==> config.mk <==
export PLATFORM = sky130hd
export DESIGN_NAME = neo_frame_sequencer_flat
export DESIGN_NICKNAME = d
export VERILOG_FILES = /design/src/rtl/neo_frame_sequencer_if.sv /design/src/rtl/neo_frame_sequencer.sv /design/src/flat_wrapper.sv
export SDC_FILE = /design/constraint.sdc
export NUM_CORES = 2
export LEC_CHECK = 0
export ABC_CLOCK_PERIOD_IN_PS = 11700
export CORE_MARGIN = 5
export CORE_UTILIZATION = 58
export CTS_CLUSTER_DIAMETER = 80
export CTS_CLUSTER_SIZE = 30
export DETAILED_ROUTE_END_ITERATION = 8
export PLACE_DENSITY = 0.81
export SYNTH_ARGS = -nofsm -noshare
export SYNTH_HDL_FRONTEND = slang
export SYNTH_SLANG_ARGS = --single-unit
==> constraint.sdc <==
create_clock -name Clk -period 11.7 [get_ports Clk]
set_input_delay 2.34 -clock Clk [delete_from_list [all_inputs] [get_ports Clk]]
set_output_delay 2.34 -clock Clk [all_outputs]
set_load 0.03 [all_outputs]
==> src/rtl/neo_frame_sequencer_if.sv <==
// Purpose: frame request, sample-RAM read port, result-RAM write port and frame statistics of the NEO sequencer.
// Latency: pure wiring bundle, no storage.
// Backpressure: none; the RAM ports are fixed-timing and start is only accepted while the sequencer is idle.
interface neo_frame_sequencer_if #(
  parameter int N  = 16,
  parameter int M  = 16,
  parameter int AW = $clog2(M) + 1
) ();

  // frame request
  logic                start;
  logic [AW-1:0]       frame_len;
  logic signed [N-1:0] threshold;

  // status
  logic                busy;
  logic                done;
  logic                err;

  // sample RAM read port (data returns one cycle after ren/raddr)
  logic                ren;
  logic [AW-1:0]       raddr;
  logic signed [N-1:0] rdata;

  // result RAM write port
  logic                wen;
  logic [AW-1:0]       waddr;
  logic signed [N-1:0] wdata;

  // statistics of the last frame
  logic [AW-1:0]       spike_count;
  logic signed [N-1:0] peak;
  logic [AW-1:0]       peak_idx;

  // requester / RAM side
  modport master (
    output start, frame_len, threshold, rdata,
    input  busy, done, err, ren, raddr, wen, waddr, wdata,
    input  spike_count, peak, peak_idx
  );

  // sequencer side
  modport slave (
    input  start, frame_len, threshold, rdata,
    output busy, done, err, ren, raddr, wen, waddr, wdata,
    output spike_count, peak, peak_idx
  );

endinterface

==> src/rtl/neo_frame_sequencer.sv <==
// Purpose: streams one frame out of the sample RAM, writes saturated psi[n] = x[n]^2 - x[n+1]*x[n-1] to the result RAM, keeps spike/peak statistics.
// Latency: first result write 5 cycles after the start edge, done pulse L+3 cycles after it.
// Backpressure: none; RAM ports run at fixed timing and start is ignored (not queued) while busy or in DONE.
module neo_frame_sequencer #(
  parameter int N     = 16,
  parameter int M     = 16,
  parameter int SHIFT = 15
) (
  input  logic                  Clk,
  input  logic                  reset,
  neo_frame_sequencer_if.slave  bus
);

  localparam int AW = $clog2(M) + 1;

  // Saturation bounds expressed at the width of the shifted difference.
  localparam logic signed [2*N:0]  SAT_HI  = (2*N+1)'((2**(N-1)) - 1);
  localparam logic signed [2*N:0]  SAT_LO  = (2*N+1)'(-(2**(N-1)));
  localparam logic signed [N-1:0]  PSI_MIN = {1'b1, {(N-1){1'b0}}};

  typedef enum logic [1:0] {
    IDLE  = 2'd0,
    RUN   = 2'd1,
    DRAIN = 2'd2,
    DONE  = 2'd3
  } state_t;

  state_t state;
  state_t state_nxt;

  // FSM decoded outputs
  logic busy_c;
  logic done_c;
  logic ren_c;

  // frame control
  logic                len_ok;
  logic                accept;
  logic [AW-1:0]       len_q;
  logic [AW-1:0]       cnt_q;
  logic                drain_q;
  logic signed [N-1:0] thr_q;

  // read-return tracking and sample pipeline
  logic                rd_vld_q;
  logic [AW-1:0]       rd_idx_q;
  logic signed [N-1:0] xc_q;
  logic signed [N-1:0] xp_q;

  // psi arithmetic
  logic signed [2*N-1:0] sq;
  logic signed [2*N-1:0] pr;
  logic signed [2*N:0]   diff;
  logic signed [2*N:0]   shf;
  logic signed [N-1:0]   psi_sat;
  logic                  wr_go;
  logic [AW-1:0]         wr_idx;

  // result write port registers
  logic                wen_q;
  logic [AW-1:0]       waddr_q;
  logic signed [N-1:0] wdata_q;

  // statistics registers
  logic [AW-1:0]       spike_q;
  logic signed [N-1:0] peak_q;
  logic [AW-1:0]       pidx_q;
  logic                err_q;

  assign len_ok = (bus.frame_len >= AW'(3)) && (bus.frame_len <= AW'(M));
  assign accept = (state == IDLE) && bus.start;

  // State register; reset abandons any frame in flight.
  always_ff @(posedge Clk) begin
    if (!reset) begin
      state <= IDLE;
    end else begin
      state <= state_nxt;
    end
  end

  // Next-state and per-state control outputs.
  always_comb begin
    state_nxt = state;
    busy_c    = 1'b0;
    done_c    = 1'b0;
    ren_c     = 1'b0;
    case (state)
      IDLE: begin
        if (bus.start) begin
          state_nxt = len_ok ? RUN : DONE;
        end
      end
      RUN: begin
        busy_c = 1'b1;
        ren_c  = 1'b1;
        if (cnt_q == len_q - AW'(1)) begin
          state_nxt = DRAIN;
        end
      end
      DRAIN: begin
        busy_c = 1'b1;
        if (drain_q) begin
          state_nxt = DONE;
        end
      end
      DONE: begin
        done_c    = 1'b1;
        state_nxt = IDLE;
      end
      default: begin
        state_nxt = IDLE;
      end
    endcase
  end

  // Latch frame parameters on accept; walk the read address through RUN; time the two drain cycles.
  always_ff @(posedge Clk) begin
    if (!reset) begin
      len_q   <= '0;
      thr_q   <= '0;
      cnt_q   <= '0;
      drain_q <= 1'b0;
    end else begin
      if (accept) begin
        len_q <= bus.frame_len;
        thr_q <= bus.threshold;
        cnt_q <= '0;
      end else if (state == RUN) begin
        cnt_q <= cnt_q + AW'(1);
      end
      drain_q <= (state == DRAIN) ? ~drain_q : 1'b0;
    end
  end

  // Track which sample index the RAM is returning and shift it into the two-deep pipeline.
  always_ff @(posedge Clk) begin
    if (!reset) begin
      rd_vld_q <= 1'b0;
      rd_idx_q <= '0;
      xc_q     <= '0;
      xp_q     <= '0;
    end else begin
      rd_vld_q <= ren_c;
      if (ren_c) begin
        rd_idx_q <= cnt_q;
      end
      if (rd_vld_q) begin
        xc_q <= bus.rdata;
        xp_q <= xc_q;
      end
    end
  end

  // psi for the centre sample xc, using the sample before (xp) and the one arriving now (rdata).
  always_comb begin
    sq      = (2*N)'(xc_q) * (2*N)'(xc_q);
    pr      = (2*N)'(bus.rdata) * (2*N)'(xp_q);
    diff    = (2*N+1)'(sq) - (2*N+1)'(pr);
    shf     = diff >>> SHIFT;
    psi_sat = shf[N-1:0];
    if (shf > SAT_HI) begin
      psi_sat = SAT_HI[N-1:0];
    end else if (shf < SAT_LO) begin
      psi_sat = SAT_LO[N-1:0];
    end
  end

  // A result exists once the third sample of the frame is on rdata; it belongs to the previous index.
  assign wr_go  = rd_vld_q && (rd_idx_q >= AW'(2));
  assign wr_idx = rd_idx_q - AW'(1);

  // Register the result RAM write.
  always_ff @(posedge Clk) begin
    if (!reset) begin
      wen_q   <= 1'b0;
      waddr_q <= '0;
      wdata_q <= '0;
    end else begin
      wen_q <= wr_go;
      if (wr_go) begin
        waddr_q <= wr_idx;
        wdata_q <= psi_sat;
      end
    end
  end

  // Statistics: cleared on accept, updated alongside each write so they are current whenever wen is seen.
  always_ff @(posedge Clk) begin
    if (!reset) begin
      spike_q <= '0;
      peak_q  <= '0;
      pidx_q  <= '0;
      err_q   <= 1'b0;
    end else if (accept) begin
      spike_q <= '0;
      peak_q  <= PSI_MIN;
      pidx_q  <= '0;
      err_q   <= ~len_ok;
    end else if (wr_go) begin
      if (psi_sat > thr_q) begin
        spike_q <= spike_q + AW'(1);
      end
      // strict compare keeps the lowest index on ties
      if (psi_sat > peak_q) begin
        peak_q <= psi_sat;
        pidx_q <= wr_idx;
      end
    end
  end

  assign bus.busy        = busy_c;
  assign bus.done        = done_c;
  assign bus.err         = err_q;
  assign bus.ren         = ren_c;
  assign bus.raddr       = ren_c ? cnt_q : '0;
  assign bus.wen         = wen_q;
  assign bus.waddr       = waddr_q;
  assign bus.wdata       = wdata_q;
  assign bus.spike_count = spike_q;
  assign bus.peak        = peak_q;
  assign bus.peak_idx    = pidx_q;

endmodule

==> src/flat_wrapper.sv <==
// flat-port wrapper written by rule: the top's interface ports become plain ports
module neo_frame_sequencer_flat 
#(
  parameter int N     = 16,
  parameter int M     = 16,
  parameter int SHIFT = 15
)
  (Clk, reset, bus_start, bus_frame_len, bus_threshold, bus_rdata, bus_busy, bus_done, bus_err, bus_ren, bus_raddr, bus_wen, bus_waddr, bus_wdata, bus_spike_count, bus_peak, bus_peak_idx);
  neo_frame_sequencer_if #(.N(N), .M(M)) bus_i ();
  input  logic Clk;
  input  logic reset;
  input wire logic [$bits(bus_i.start)-1:0] bus_start;
  input wire logic [$bits(bus_i.frame_len)-1:0] bus_frame_len;
  input wire logic [$bits(bus_i.threshold)-1:0] bus_threshold;
  input wire logic [$bits(bus_i.rdata)-1:0] bus_rdata;
  output wire logic [$bits(bus_i.busy)-1:0] bus_busy;
  output wire logic [$bits(bus_i.done)-1:0] bus_done;
  output wire logic [$bits(bus_i.err)-1:0] bus_err;
  output wire logic [$bits(bus_i.ren)-1:0] bus_ren;
  output wire logic [$bits(bus_i.raddr)-1:0] bus_raddr;
  output wire logic [$bits(bus_i.wen)-1:0] bus_wen;
  output wire logic [$bits(bus_i.waddr)-1:0] bus_waddr;
  output wire logic [$bits(bus_i.wdata)-1:0] bus_wdata;
  output wire logic [$bits(bus_i.spike_count)-1:0] bus_spike_count;
  output wire logic [$bits(bus_i.peak)-1:0] bus_peak;
  output wire logic [$bits(bus_i.peak_idx)-1:0] bus_peak_idx;
  assign bus_i.start = bus_start;
  assign bus_i.frame_len = bus_frame_len;
  assign bus_i.threshold = bus_threshold;
  assign bus_i.rdata = bus_rdata;
  assign bus_busy = bus_i.busy;
  assign bus_done = bus_i.done;
  assign bus_err = bus_i.err;
  assign bus_ren = bus_i.ren;
  assign bus_raddr = bus_i.raddr;
  assign bus_wen = bus_i.wen;
  assign bus_waddr = bus_i.waddr;
  assign bus_wdata = bus_i.wdata;
  assign bus_spike_count = bus_i.spike_count;
  assign bus_peak = bus_i.peak;
  assign bus_peak_idx = bus_i.peak_idx;
  neo_frame_sequencer #(.N(N), .M(M), .SHIFT(SHIFT)) u_core (.Clk(Clk), .reset(reset), .bus(bus_i));
endmodule
==> flow_summary_export.csv <==
group,metric,value,unit
status,status,"finished, final reports clean",
cts,clock-sinks,116,
synthesis,ys_warn_count,0,
cts,root_buffer,"clkbuf_16",
die,initial_core_util,0.5866,
setup_path,r2r-end,"u_core.bus.peak[14]",
global_route,overflow,0,
routing,viasPerCell,5.577,
cells_and_area,fillCellCount,3148,
synthesis,synth_ff_type,"dfxtp_1",
synthesis,seq_area_frac_synth,0.09416,
timing,max_freq,0.08638,GHz
cells_and_area,multiInputGateArea,19470,um2
setup_path,cp.arrival,11930,ps
timing,slew_violations,0,
global_route,grt_start_max_net_pins,49,
worst_hold_path,min_to,"u_core.bus.wdata[4]",
global_route,first_global_vias,21600,
timing,finalCriticalPeriod,11580,ps
routing,finalWirelength,66.62,mm
cells_and_area,fin_nets,3710,
setup_path,critPathSlowestCell,"fa_1",
cts,cts-buffers-inserted,17,
setup_path,r2r_cells,33,
global_route,antenna_found_initial,1,
cts,htree_levels,4,
cts,clockBufferDepth,2,
cts,clkTransAtPathRegs,60,ps
setup_path,critical_path_buf_inv_count,12,
timing,setup_viol,0,
routing,via_count,19280,
synthesis,syn-instance-count,2679,
synthesis,synthesis.area,24660,um2
cells_and_area,stdcell_area,28640,um2
cts,cts_tree,"built",
timing,hold_viol,0,
setup_path,reg2reg_from,"u_core.xc_q[12]",
setup_path,cp.depth,37,
place,gp_congestion,0.9056,
setup_path,cp.required,12050,ps
die,die_height,216.2,um
worst_hold_path,hold_start,"u_core.bus.wdata[4]",
setup_path,crit_fanout,9,
synthesis,synth_seq_cells,116,
timing,fin_crit_sh,0.9894,
setup_path,crit_family,"adder cells",
cells_and_area,final_layout_size_suffix_gt1_frac,0.1069,
synthesis,ys_types,68,
setup_path,crit_path_end_kind,"flip-flop",
job,max-cap-violations,0,
global_route,grt_usage,0.2923,
routing,drt_iter0_markers,1652,
timing,max_slew_margin,0.1928,
setup_path,cp_common_cell,"fa_1",
worst_hold_path,min_path_cells,2,
synthesis,synth_nets,3484,
place,numPortBuffers,96,
global_route,grt_pass1_wl,108.4,mm
setup_path,reg2reg_slack,1400,ps
timing,worst_slew_pin_slew,1209,ps
place,placed_area,27570,um2
cells_and_area,seqCellArea,2323,um2
synthesis,avgSynthCellArea,9.206,um2
die,fp.coreArea,42040,um2
routing,wl_per_cell,19.26,um
die,fp.dieArea,46740,um2
setup_path,worstSetupPathType,"in -> reg",
setup_path,critPathMaxStageDelay,580,ps
cells_and_area,area_delta_synth_final,16.14,%
synthesis,synth_edf_count,0,
timing,fin_skew,25.22,ps
synthesis,async_reset_ff_frac,0,
worst_hold_path,worstHoldPathType,"reg -> reg",
routing,drc,0,
place,hpwl,54.70,mm
cts,clock_latency,470,ps
setup_path,start_kind,"input port",
die,die_width,216.2,um
die,ios,97,
routing,ant_nets,0,
die,num_rows,75,
routing,first_pass_iters,7,
==> registers in the layout, indices dropped and copies added (netlist names) <==
name	flops
u_core.drain_q	1
u_core.bus.wen	1
u_core.bus.wdata	16
u_core.bus.spike_count	5
u_core.rd_vld_q	1
u_core.bus.peak_idx	5
u_core.thr_q	16
u_core.xc_q	16
u_core.bus.waddr	5
u_core.state	2
u_core.bus.err	1
u_core.cnt_q	5
u_core.xp_q	16
u_core.len_q	5
u_core.bus.peak	16
u_core.rd_idx_q	5
==> through the flow <==
step / TNS, ps / utilization / hold WS (ps) / worst slack [ps] / cells
finish: 0 / 0.6813 / 473.1 / 123.6 / 3458
global route: -339.0 / 0.6813 / 500.5 / -44.88 / 3457
CTS: 0 / 0.6707 / 478.9 / 0.3029 / 3447
detailed placement: -10600 / 0.6559 / 471.7 / -476.0 / 3414
global placement: -5124 / 0.6559 / 462.7 / -265.5 / 3414
floorplan: 0 / - / 453.6 / 50.75 / 2679
==> layout make-up <==
cell class	instances	share of cell area
clock buffers	18	0.01533
inverters	762	0.1001
flip-flops and latches	116	0.08112
repair buffers	301	0.09423
well taps	539	0.02355
clock inverters	14	0.005810
diodes	1	0.00008737
multi-input cells	1707	0.6798
==> worst max path at each step <==
stage                   from                   endpoint  slack, ps
5_1_grt         bus_rdata[8]        u_core.bus.peak[15]        -40
3_3_place_gp   bus_rdata[15]  u_core.bus.spike_count[4]       -270
2_1_floorplan  bus_rdata[15]         u_core.bus.peak[3]         50
4_1_cts        bus_rdata[15]  u_core.bus.spike_count[1]        0.3
3_5_place_dp   bus_rdata[15]  u_core.bus.spike_count[1]       -480
6_report        bus_rdata[8]        u_core.bus.peak[14]        120
==> kinds of logic after synthesis <==
| group | share of synthesized area |
|---|---|
| muxes | 0.01552 |
| buffers and inverters | 0.1308 |
| xor gates and xnor gates | 0.02019 |
| adders and majority gates | 0.5580 |
| DFF | 0.09416 |
| AOI/OAI and AO/OA | 0.06007 |
| and+or+nand+nor | 0.1213 |
==> cell usage in the layout, fill, tap and decap left out, types with 6 or more instances in the layout <==
cell type        Yosys  layout
a21o_1              18      18
nor3_1              12      10
nand2b_1            10      10
buf_4                0     183
o21ai_0             50      44
nand4_1             12      12
a211oi_1            15      13
dfxtp_1            116     115
xnor2_1             38      37
o211ai_1             7       7
buf_6                0       9
o32ai_1              7       7
ha_1               207     204
nand3_1             25      23
nand2_2              0       6
and2_1             157     158
xor2_1              17      17
a21oi_2              1       6
fa_1               558     556
a22o_1               6       6
clkdlybuf4s50_1      0      95
nand2_1            257     250
buf_12               0      13
a21oi_1             57      50
clkbuf_16            0      17
nor2b_1             18      18
mux2i_1             36      36
o31ai_1              8       7
inv_1              762     756
nor2_1             103     100
==> what timing repair did <==
item                       in CTS  in global routing
resized for setup               3                 80
buffers inserted                1                  9
pin swaps                       1                 32
setup endpoints to repair      19                 26
hold buffers                    0                  0
gates cloned                    0                  1
==> worst register-to-register path, delay by kind of cell (launching register included) <==
kind / cells / cell delay (ps)
fa+ha+maj: 10 / 4680
compound gates: 9 / 2080
simple gates: 6 / 1300
flops: 1 / 1130
buf+inv: 8 / 1020
==> per-layer routing <==
metal | share of wire | routed length [um] | GRT usage
met4 | 0.047 | 3143 | 0.1227
met2 | 0.51 | 34220 | 0.5150
met1 | 0.36 | 24020 | 0.3603
met5 | 0 | 0 | 0
met3 | 0.079 | 5235 | 0.04549
==> cells in the mapped netlist (3+ instances only) <==
master / instances / share of area
o21bai_1: 3 / 0.00091
fa_1: 558 / 0.45
o211a_1: 3 / 0.0012
buf_1: 7 / 0.0011
o31ai_1: 8 / 0.0024
a221oi_1: 3 / 0.0011
nor2_1: 103 / 0.016
a21o_1: 18 / 0.0055
or2_2: 3 / 0.00076
and2_1: 157 / 0.040
nor2b_1: 18 / 0.0046
xnor2_1: 38 / 0.013
nand3_1: 25 / 0.0051
xor2_1: 17 / 0.0060
clkbuf_1: 81 / 0.012
a211oi_1: 15 / 0.0046
dfxtp_1: 116 / 0.094
mux2i_1: 36 / 0.015
inv_1: 762 / 0.12
nand4_1: 12 / 0.0030
o21ai_0: 50 / 0.010
nand2_1: 257 / 0.039
o32ai_1: 7 / 0.0025
or3_1: 3 / 0.00076
nand2b_1: 10 / 0.0025
ha_1: 207 / 0.11
o21a_1: 5 / 0.0015
o221ai_1: 7 / 0.0025
a22o_1: 6 / 0.0021
nor4_1: 7 / 0.0018
a21oi_1: 57 / 0.012
o22ai_1: 7 / 0.0018
a31oi_1: 5 / 0.0013
and3_1: 5 / 0.0013
o211ai_1: 7 / 0.0021
nor3_1: 12 / 0.0024
buf_2: 6 / 0.0012
Power is left out: the tool's default activity adds up to more than one toggle a clock period on the data nets, which glitch-free logic cannot reach.
